`config.mk`:
```
export PLATFORM = sky130hd
export DESIGN_NAME = cpu6502_timing_sequencer
export DESIGN_NICKNAME = d
export VERILOG_FILES = /design/src/rtl/cpu6502_pkg.sv /design/src/rtl/cpu6502_nmi_edge_detect.sv /design/src/rtl/cpu6502_timing_sequencer.sv
export SDC_FILE = /design/constraint.sdc
export NUM_CORES = 1
export LEC_CHECK = 0
export CAP_MARGIN = 20
export CORE_MARGIN = 2
export CORE_UTILIZATION = 41
export DETAILED_ROUTE_END_ITERATION = 8
export GPL_TIMING_DRIVEN = 0
export PLACE_DENSITY = 0.83
export SLEW_MARGIN = 20
export SYNTH_ARGS = -nofsm -noshare
export SYNTH_HDL_FRONTEND = slang
export SYNTH_SLANG_ARGS = --single-unit
```
`constraint.sdc`:
```
create_clock -name i_clk -period 4.2 [get_ports i_clk]
set_input_delay 0.84 -clock i_clk [delete_from_list [all_inputs] [get_ports i_clk]]
set_output_delay 0.84 -clock i_clk [all_outputs]
set_load 0.005 [all_outputs]
```
`src/rtl/cpu6502_pkg.sv`:
```
// Shared encodings for the cpu6502 sequencing logic: interrupt sources,
// vector low bytes and the injected BRK opcode.
package cpu6502_pkg;

  typedef enum logic [1:0] {
    INT_SRC_BRK   = 2'd0,
    INT_SRC_IRQ   = 2'd1,
    INT_SRC_NMI   = 2'd2,
    INT_SRC_RESET = 2'd3
  } int_src_t;

  localparam logic [7:0] VEC_LO_NMI   = 8'hFA;
  localparam logic [7:0] VEC_LO_RESET = 8'hFC;
  localparam logic [7:0] VEC_LO_IRQ   = 8'hFE;

  localparam logic [7:0] OPCODE_BRK = 8'h00;

  localparam int TCU_WIDTH_DEFAULT = 4;

  // Software BRK and IRQ share the same vector.
  function automatic logic [7:0] vector_lo(int_src_t src);
    case (src)
      INT_SRC_NMI:   return VEC_LO_NMI;
      INT_SRC_RESET: return VEC_LO_RESET;
      default:       return VEC_LO_IRQ;
    endcase
  endfunction

endpackage

```
`src/rtl/cpu6502_nmi_edge_detect.sv`:
```
// NMI input synchroniser followed by a falling-edge latch; a new edge beats
// a clear arriving in the same cycle so no request is ever lost.
module cpu6502_nmi_edge_detect
  import cpu6502_pkg::*;
#(
  parameter int STAGES = 2
) (
  input  logic clk,
  input  logic reset_n,
  input  logic nmi_n,
  input  logic clear,
  output logic pending
);

  logic [STAGES-1:0] sync_q;
  logic              prev_q;
  logic              fell;

  assign fell = prev_q & ~sync_q[STAGES-1];

  always_ff @(posedge clk) begin
    if (!reset_n) begin
      sync_q  <= '1;
      prev_q  <= 1'b1;
      pending <= 1'b0;
    end else begin
      sync_q  <= STAGES'({sync_q, nmi_n});
      prev_q  <= sync_q[STAGES-1];
      pending <= fell | (pending & ~clear);
    end
  end

endmodule

```
`src/rtl/cpu6502_timing_sequencer.sv`:
```
// T-state counter, instruction register and interrupt injection for the cpu6502 core.
// Define CPU6502_RDY_EN to enable RDY stalling of read cycles; otherwise i_rdy is unused.
module cpu6502_timing_sequencer
  import cpu6502_pkg::*;
#(
  parameter int TCU_WIDTH       = TCU_WIDTH_DEFAULT,
  parameter int NMI_SYNC_STAGES = 2
) (
  input  logic                 i_clk,
  input  logic                 i_reset_n,
  input  logic [TCU_WIDTH-1:0] i_tcu_next,
  input  logic [7:0]           i_data,
  input  logic                 i_rw,
  input  logic                 i_rdy,
  input  logic                 i_nmi_n,
  input  logic                 i_irq_n,
  input  logic                 i_i_flag,
  output logic [TCU_WIDTH-1:0] o_tcu,
  output logic [7:0]           o_ir,
  output logic                 o_sync,
  output logic [1:0]           o_int_src,
  output logic [7:0]           o_vector_lo,
  output logic                 o_int_active,
  output logic                 o_pc_inc_inhibit,
  output logic                 o_write_inhibit,
  output logic                 o_nmi_pending,
  output logic                 o_jam
);

  localparam logic [TCU_WIDTH-1:0] TCU_JAM   = '1;
  localparam logic [TCU_WIDTH-1:0] TCU_RESET = TCU_WIDTH'(1);

  logic       stall;
  logic       boundary;
  logic       nmi_take;
  logic       irq_take;
  int_src_t   src_q;
  int_src_t   src_d;
  logic [7:0] ir_d;
  logic       active_d;

`ifdef CPU6502_RDY_EN
  assign stall = ~i_rdy & i_rw;
`else
  logic unused_rdy;
  assign unused_rdy = i_rdy;
  assign stall      = 1'b0;
`endif

  assign o_sync    = (o_tcu == '0);
  assign boundary  = o_sync & ~stall & ~o_jam;
  assign nmi_take  = boundary & o_nmi_pending;
  assign irq_take  = boundary & ~o_nmi_pending & ~i_irq_n & ~i_i_flag;
  assign o_int_src = src_q;

  cpu6502_nmi_edge_detect #(
    .STAGES (NMI_SYNC_STAGES)
  ) u_nmi_edge (
    .clk     (i_clk),
    .reset_n (i_reset_n),
    .nmi_n   (i_nmi_n),
    .clear   (nmi_take),
    .pending (o_nmi_pending)
  );

  // Source of a non-BRK opcode is left as-is; it only matters while int_active.
  always_comb begin
    src_d    = src_q;
    ir_d     = o_ir;
    active_d = o_int_active;
    if (boundary) begin
      active_d = nmi_take | irq_take;
      if (nmi_take) begin
        ir_d  = OPCODE_BRK;
        src_d = INT_SRC_NMI;
      end else if (irq_take) begin
        ir_d  = OPCODE_BRK;
        src_d = INT_SRC_IRQ;
      end else begin
        ir_d = i_data;
        if (i_data == OPCODE_BRK) src_d = INT_SRC_BRK;
      end
    end
  end

  always_ff @(posedge i_clk) begin
    if (!i_reset_n) begin
      o_tcu            <= TCU_RESET;
      o_ir             <= OPCODE_BRK;
      src_q            <= INT_SRC_RESET;
      o_vector_lo      <= VEC_LO_RESET;
      o_int_active     <= 1'b1;
      o_pc_inc_inhibit <= 1'b1;
      o_write_inhibit  <= 1'b1;
      o_jam            <= 1'b0;
    end else begin
      if (!stall && !o_jam) begin
        o_tcu <= i_tcu_next;
        if (i_tcu_next == TCU_JAM) o_jam <= 1'b1;
      end
      o_ir             <= ir_d;
      src_q            <= src_d;
      o_vector_lo      <= vector_lo(src_d);
      o_int_active     <= active_d;
      o_pc_inc_inhibit <= active_d;
      o_write_inhibit  <= active_d && (src_d == INT_SRC_RESET);
    end
  end

endmodule

```
==> metrics, run 1 <==
top_reg_cell synth dfxtp_1; vias per cell approximately 4.8; crit path time final 2.63 ns; drt pass-1 iters 4; ratio of final minimum period to clock period 0.625; crit-path max FO 3; Cells after Synth 100; Max rail drop VDD 0.198 mV; Setup Viol. Count Final 0; Post-CTS Setup Inserts 0; pre-CTS setup slack about 1.8 ns; Post-Route WL a little over 2 mm; Critical Path RT approximately 3.4 ns; CTS Buf Count 3; clock sinks 23; Post-route DRC 0; Chip Width 50.9 µm; Syn Area/Cell 9.03 µm²; Ys Warns 0; root buffer cell clkbuf_4; Worst EP arrival 1.79 ns; status completed; vias in the first global route between 700 and 800; Critical path buffers and inverters 2; DIE AREA roughly 2600 µm²; Setup CP Type reg2out; HPWL Detailed 1.63 mm; Post-Syn Area roughly 900 µm²; most frequent cell after synthesis dfxtp_1; RSZ-0062 raised after global routing no; asr flop ratio synth 0; top cells by area, synth dfxtp_1 51%, buf_4 5.8%, a21oi_1 5.0%; final setup TNS 0 ns; vias approximately 800; effective utilization at floorplan 0.447; latest clock arrival within the worst-skew pair ~0.31 ns; DRT iter0 DRCs 17; antenna cells 0; Filler cells 180; max-capacitance violation count 0; RD Place Congestion ~0.76; die height a little over 50 µm; largest net degree at the start of global routing 14; Core ar. around 2000 µm²; Routed Antenna Nets 0; Top delay family on crit path buffers and inverters; Worst Skew around 0.0040 ns; Synth top cells by count 23 x dfxtp_1, 12 x nand2_1, 9 x a21oi_1, 9 x nand3_1; critical path's largest stage delay 0.56 ns; number of flops mapped to enable cells by yosys 0; CTS max path bufs 2; Slew Limit Headroom 0.607; total global-route track usage 0.165; crit path cell chain or4_4 -> clkinv_2 -> clkdlybuf4s50_1; GRT overflow 0; first-pass GRT wire length approximately 3.2 mm; Wirelength per Cell around 12 µm; leakage power roughly 0.51 nW; layout cells sized above 1 0.103; Critical Path Source Type flop; cts hold-fix bufs 0; area grow syn2layout 49.4%; H-tree depth 1; crit path capture type primary output; PostCTS Resize Cnt 0; Final Max Tran Viols 0; PD cells approximately 290 nW/µm²; Tightest Pin Transition slightly below 0.6 ns; area leader, netlist dfxtp_1; slowest stage cell, crit path or4_4; PortBufs 37; Yosys cell types 27; Tightest Hold Check Type reg2reg; Clock transition at path regs between 0.1 and 0.15 ns; Synth top area share 0.510; Final Hold Viols 0; share of the yosys chip area belonging to registers 0.510; FF+latch count, synth 23; TritonCTS clock tree built; final layout net count between 150 and 200; final hold slack 0.426 ns; io pins 47; FP Rows 16; Setup WS post-layout 1.57 ns; initial antenna violation count 0; FMAX about 0.38 GHz
-- layout make-up --
| cell class | instances | area (µm²) | share of cell area |
|---|---|---|---|
| sequential | 23 | 460 | 0.341 |
| multi-input combinational | 68 | 382 | 0.283 |
| timing repair buffer | 37 | 370 | 0.274 |
| buffer | 11 | 67.6 | 0.0500 |
| tap | 27 | 33.8 | 0.0250 |
| clock buffer | 3 | 22.5 | 0.0167 |
| inverter | 2 | 8.76 | 0.00649 |
| clock inverter | 1 | 5.00 | 0.00371 |
-- through the flow --
stage                     area, µm²  utilization  total power, W  instances
after floorplan                 918            -        0.000264        104
after global placement         1320        0.654        0.000300        168
after detailed placement       1320        0.654        0.000301        168
after CTS                      1350        0.668        0.000401        172
after global routing           1350        0.668        0.000420        172
final                          1350        0.668        0.000398        172
-- power by group --
| group | switching [W] | total [W] | internal (W) |
|---|---|---|---|
| Combinational | 0.0000260 | 0.0000650 | 0.0000390 |
| Clock | 0.0000657 | 0.000101 | 0.0000356 |
| Sequential | 0.00000497 | 0.000231 | 0.000226 |
-- cell families after synthesis --
kind of cell	count (synthesis)	synth area share
multiplexers	4	0.0443
other	2	0.00831
AO/OA/AOI/OAI	18	0.126
AND/OR/NAND/NOR	40	0.227
buffers and inverters	13	0.0845
flip-flops	23	0.510
-- state kept, by name (all words and copies together) (netlist names) --
name	count
o_write_inhibit	1
u_nmi_edge.prev_q	1
u_nmi_edge.sync_q	2
u_nmi_edge.pending	1
o_int_src	2
o_jam	1
o_tcu	4
o_vector_lo	2
o_pc_inc_inhibit	1
o_ir	8
-- layer usage --
layer / wire (µm) / track usage / vias to the layer above
met3: 90 / 0.0263 / 2
li1: - / - / 420
met5: 0 / 0 / -
met2: 1060 / 0.277 / 24
met1: 875 / 0.201 / 375
met4: 17 / 0.0856 / 0
-- cells in the final DEF, fill, tap and decap left out, types with 3 or more instances in the layout --
cell type / Yosys / routed
nor2_1: 7 / 7
a21oi_1: 9 / 9
nand2b_1: 3 / 3
clkbuf_1: 4 / 4
nand2_1: 12 / 12
conb_1: 2 / 6
buf_4: 7 / 7
dfxtp_1: 23 / 23
clkbuf_4: 0 / 3
nand3_1: 9 / 9
clkdlybuf4s50_1: 0 / 37
mux2i_1: 4 / 4
-- path summary, 6_finish.rpt --
check,startpoint,to,slack [ns],cells past startpoint
min,u_nmi_edge.sync_q[0]$_SDFF_PN1_,u_nmi_edge.sync_q[1]$_SDFF_PN1_,0.43,1
max reg2reg,o_tcu[3]$_SDFFE_PN0N_,o_int_src[1]$_SDFF_PN1_,2.48,5
min reg2reg,u_nmi_edge.sync_q[0]$_SDFF_PN1_,u_nmi_edge.sync_q[1]$_SDFF_PN1_,0.43,1
max,o_tcu[3]$_SDFFE_PN0N_,o_sync,1.57,3
No activity file was read; power rests on OpenSTA's default activity.
==> inputs of run 2 (changes only) <==
CORE_UTILIZATION = 34   (was 41)
PLACE_DENSITY = 0.73   (was 0.83)
clock period = 2.4 ns   (was 4.2 ns; I/O delays follow)
==> metrics, run 2 (same netlist as run 1, synthesis figures left out) <==
status completed; crit path time final between 2 and 2.5 ns; Setup Viol. Count Final 0 (unchanged); clock sinks 23 (unchanged); DRT iter0 DRCs 7 (-10); Setup CP Type reg2out; CTS Buf Count 3 (unchanged); vias in the first global route 744 (+1.5%); layout cells sized above 1 0.103 (unchanged); Inst Count DP 171 (+1.8%); DIE AREA 3090 µm² (+19%); TritonCTS clock tree built; PostCTS Resize Cnt 0 (unchanged); max-capacitance violation count 0 (unchanged); PD cells 512 nW/µm² (+74%); Multi-input gate area 382 µm² (unchanged); RSZ-0062 raised after global routing no; Tightest Hold Check Type reg2reg; Critical Path Source Type flop; PortBufs 37 (unchanged); Largest regs o_ir (8), o_tcu (4); Max rail drop VDD 0.328 mV (+65%); Chip Width 55.5 µm (+9.0%); HPWL Detailed 1.57 mm (-3.6%); cts hold-fix bufs 0 (unchanged); Post-CTS Setup Inserts 0 (unchanged); antenna cells 0 (unchanged); Clock transition at path regs 0.12 ns (about the same); Worst Skew 0.00366 ns (-0.000344 ns); area grow syn2layout 49.9%; slowest stage cell, crit path or4_4; leading cell type in the layout, fill and taps excluded clkdlybuf4s50_1; Critical Path RT 1.92 ns (-1.44 ns); Tightest Pin Transition 0.578 ns (-0.0102 ns); die height 55.5 µm (+9.0%); FMAX between 0.4 and 0.5 GHz; Largest Register o_ir; RD Place Congestion 0.764 (+0.25%); Core ar. 2500 µm² (+24%); crit path cell chain or4_4 -> clkinv_2 -> clkdlybuf4s50_1; crit path capture type primary output; io pins 47 (unchanged); crit-path max FO 3 (unchanged); CTS max path bufs 2 (unchanged); most frequent cells in the layout 37 x clkdlybuf4s50_1, 23 x dfxtp_1, 12 x nand2_1; Filler cells 246 (+37%); H-tree depth 1 (unchanged); latest clock arrival within the worst-skew pair 0.30 ns (about the same); initial antenna violation count 0 (unchanged); FP Rows 18 (+2); max reg flops 8 (unchanged); first-pass GRT wire length 3.33 mm (+2.3%); Worst EP arrival 1.81 ns (+0.02 ns); vias per cell 4.66 (-2.4%); Post-Route WL 2.01 mm (-1.5%); Wirelength per Cell 11.5 µm (-3.2%); leakage power 0.510 nW (unchanged); final layout net count 165 (unchanged); effective utilization at floorplan 0.361 (-0.0854); ratio of final minimum period to clock period 0.953; largest net degree at the start of global routing 14 (unchanged); root buffer cell clkbuf_4; final setup TNS 0 ns (unchanged); register area 460 µm² (unchanged); drt pass-1 iters 4 (unchanged); fin cells 175 (+1.7%); Slew Limit Headroom 0.613 (+0.00679); GRT overflow 0 (unchanged); Final Hold Viols 0 (unchanged); critical path's largest stage delay 0.56 ns (about the same); Post-route DRC 0 (unchanged); total global-route track usage 0.134 (-0.0301); Final Max Tran Viols 0 (unchanged); vias 815 (-0.73%); Routed Antenna Nets 0 (unchanged)
-- run 2: stage by stage --
step                hold slack (ns)  cell area (µm²)  utilization  setup slack [ns]  total power, W
finish                        0.430             1350        0.542             0.113        0.000692
floorplan                     0.386              918            -             0.732        0.000462
CTS                           0.436             1350        0.542            0.0999        0.000700
global route                  0.471             1350        0.542            0.0472        0.000729
global placement              0.396             1330        0.531             0.437        0.000525
detailed placement            0.401             1330        0.531             0.344        0.000527
-- run 2: final cells by class --
| type | instances | area share |
|---|---|---|
| sequential | 23 | 0.340 |
| clock buffer | 3 | 0.0166 |
| inverter | 2 | 0.00647 |
| multi-input combinational | 68 | 0.282 |
| timing repair buffer | 37 | 0.274 |
| buffer | 11 | 0.0499 |
| tap | 30 | 0.0277 |
| clock inverter | 1 | 0.00370 |
-- run 2: path summary, 6_finish.rpt --
path / slack, ns / cells past startpoint / startpoint / endpoint
setup / recovery: 0.11 / 3 / o_tcu[3]$_SDFFE_PN0N_ / o_sync
hold / removal: 0.43 / 1 / u_nmi_edge.sync_q[0]$_SDFF_PN1_ / u_nmi_edge.sync_q[1]$_SDFF_PN1_
hold reg to reg: 0.43 / 1 / u_nmi_edge.sync_q[0]$_SDFF_PN1_ / u_nmi_edge.sync_q[1]$_SDFF_PN1_
setup reg to reg: 0.67 / 5 / o_tcu[3]$_SDFFE_PN0N_ / o_int_src[1]$_SDFF_PN1_
-- run 2: power by group --
group	internal [W]	switching [W]
registers	0.000396	0.00000964
clock network	0.0000621	0.000112
logic	0.0000682	0.0000442
total	0.000527	0.000166
-- run 2: critical path: cells and delay by family (launching register included) --
| kind | cells | cell delay, ns |
|---|---|---|
| flip-flops | 1 | 0.36 |
| buffers and inverters | 2 | 0.58 |
| AND/OR/NAND/NOR | 1 | 0.56 |
-- run 2: metal layers --
layer	vias up	track usage	wire length, µm
met5	-	0	0
met4	0	0.0732	34
met3	2	0.0328	109
met2	27	0.219	998
met1	367	0.162	866
li1	419	-	-
==> inputs of run 3 (changes only) <==
PLACE_DENSITY = not set   (was 0.73)
PLACE_DENSITY_LB_ADDON = 0.15   (was not set)
==> metrics, run 3 (same netlist as run 1, synthesis figures left out) <==
die height 55.5 µm (unchanged); layout cells sized above 1 0.0966 (-0.00690); DRT iter0 DRCs 18 (+11); drt pass-1 iters 4 (unchanged); register area 460 µm² (unchanged); initial antenna violation count 0 (unchanged); Wirelength per Cell 11.6 µm (+0.70%); most frequent cells in the layout 37 x clkdlybuf4s50_1, 23 x dfxtp_1, 12 x nand2_1; DIE AREA 3090 µm² (unchanged); Combinational Power Share 0.163 (about the same); final setup TNS 0 ns (unchanged); FMAX 0.439 GHz (+0.38%); crit-path max FO 3 (unchanged); clock sinks 23 (unchanged); Clock transition at path regs 0.11 ns (about the same); Critical Path RT 1.92 ns (about the same); share of total power in the clock network 0.251 (about the same); H-tree depth 1 (unchanged); Post-route DRC 0 (unchanged); Psw 0.000163 W (-1.4%); RSZ-0062 raised after global routing no; Int Pwr 0.000529 W (+0.52%); cts hold-fix bufs 0 (unchanged); total global-route track usage 0.136 (+0.00120); sequential share of power 0.586 (about the same); fin cells 175 (unchanged); vias in the first global route 760 (+2.2%); Setup Viol. Count Final 0 (unchanged); met2 capacity usage during global routing 0.221 (+0.00170); grt met1 use 0.172 (+0.0106); vias per cell 4.67 (+0.37%); FP Rows 18 (unchanged); final layout net count 165 (unchanged); leakage power 0.507 nW (-0.54%); Worst Skew 0.00828 ns (+0.00462 ns); crit path capture type primary output; leading cell type in the layout, fill and taps excluded clkdlybuf4s50_1; critical path's largest stage delay 0.56 ns (about the same); Slew Limit Headroom 0.607 (-0.00631); crit path cell chain or4_4 -> clkinv_2 -> clkdlybuf4s50_1; PortBufs 37 (unchanged); io pins 47 (unchanged); latest clock arrival within the worst-skew pair 0.31 ns (about the same); final hold slack 0.435 ns (+0.00543 ns); CTS max path bufs 2 (unchanged); Final Hold Viols 0 (unchanged); max reg flops 8 (unchanged); Setup CP Type reg2out; antenna cells 0 (unchanged); Tightest Hold Check Type reg2reg; Largest Register o_ir; crit path time final 2.28 ns (-0.00864 ns); M3 GR Usage 0.0258 (-0.00703); GRT overflow 0 (unchanged); Routed Antenna Nets 0 (unchanged); root buffer cell clkbuf_4; Filler cells 239 (-2.8%); busiest grt layer met2; Final Max Tran Viols 0 (unchanged); Chip Width 55.5 µm (unchanged); max-capacitance violation count 0 (unchanged); Critical path buffers and inverters 2 (unchanged); HPWL Detailed 1.54 mm (-2.0%); TritonCTS clock tree built; effective utilization at floorplan 0.361 (unchanged); Core ar. 2500 µm² (unchanged); status completed; Critical Path Source Type flop; ratio of final minimum period to clock period 0.949 (-0.00360); PD cells 512 nW/µm² (+0.15%); PostCTS Resize Cnt 0 (unchanged); RD Place Congestion 0.717 (-6.2%); Max rail drop VDD 0.288 mV (-12%); Post-Route WL 2.02 mm (+0.70%); Top delay family on crit path buffers and inverters; Multi-input gate area 382 µm² (unchanged); first-pass GRT wire length 3.39 mm (+2.1%); Worst EP arrival 1.80 ns (about the same); vias 818 (+0.37%); area grow syn2layout 49.7% (about the same); largest net degree at the start of global routing 13 (-1); Inst Count DP 171 (unchanged); Largest regs o_ir (8), o_tcu (4); CTS Buf Count 3 (unchanged); Post-CTS Setup Inserts 0 (unchanged); Sw Share 0.236 (-0.00350); slowest stage cell, crit path or4_4; Tightest Pin Transition 0.587 ns (+0.00944 ns)
## run 3: cell types whose count changed in the layout (fill, tap and decap cells not counted), sizes merged
cell / change
clkinv: -1
clkbuf: +1
## run 3: worst paths after layout
check	startpoint	end	slack (ns)	cells after the start
max reg2reg	o_tcu[3]$_SDFFE_PN0N_	o_int_src[1]$_SDFF_PN1_	0.66	5
min	u_nmi_edge.sync_q[0]$_SDFF_PN1_	u_nmi_edge.sync_q[1]$_SDFF_PN1_	0.44	1
min reg2reg	u_nmi_edge.sync_q[0]$_SDFF_PN1_	u_nmi_edge.sync_q[1]$_SDFF_PN1_	0.44	1
max	o_tcu[3]$_SDFFE_PN0N_	o_sync	0.12	3
## run 3: per-layer routing
layer  up-vias  part of all wire  wire length (µm)
met4         0             0.014                29
met3         4             0.051               104
met5         -                 0                 0
li1        418                 -                 -
met1       366              0.47               942
met2        30              0.47               947
## run 3: power by group through the flow
stage	combinational, W	sequential [W]	clock [W]
6_report	0.000113	0.000406	0.000174
5_1_grt	0.000125	0.000408	0.000194
4_1_cts	0.000114	0.000406	0.000183
3_5_place_dp	0.000113	0.000414	0
3_3_place_gp	0.000112	0.000414	0
2_1_floorplan	0.0000484	0.000414	0
## run 3: per-stage QoR
step                      power (W)  setup slack [ns]  area (µm²)  utilization
after floorplan            0.000462             0.732         918            -
after CTS                  0.000703             0.101        1350        0.541
after global routing       0.000727            0.0605        1350        0.541
after global placement     0.000526             0.424        1330        0.531
final                      0.000693             0.122        1350        0.541
after detailed placement   0.000528             0.427        1330        0.531
## run 3: final cells by class
| type | instances | share of cell area |
|---|---|---|
| sequential | 23 | 0.340 |
| buffer | 11 | 0.0500 |
| timing repair buffer | 37 | 0.274 |
| tap | 30 | 0.0278 |
| multi-input combinational | 68 | 0.282 |
| inverter | 2 | 0.00648 |
| clock buffer | 4 | 0.0194 |
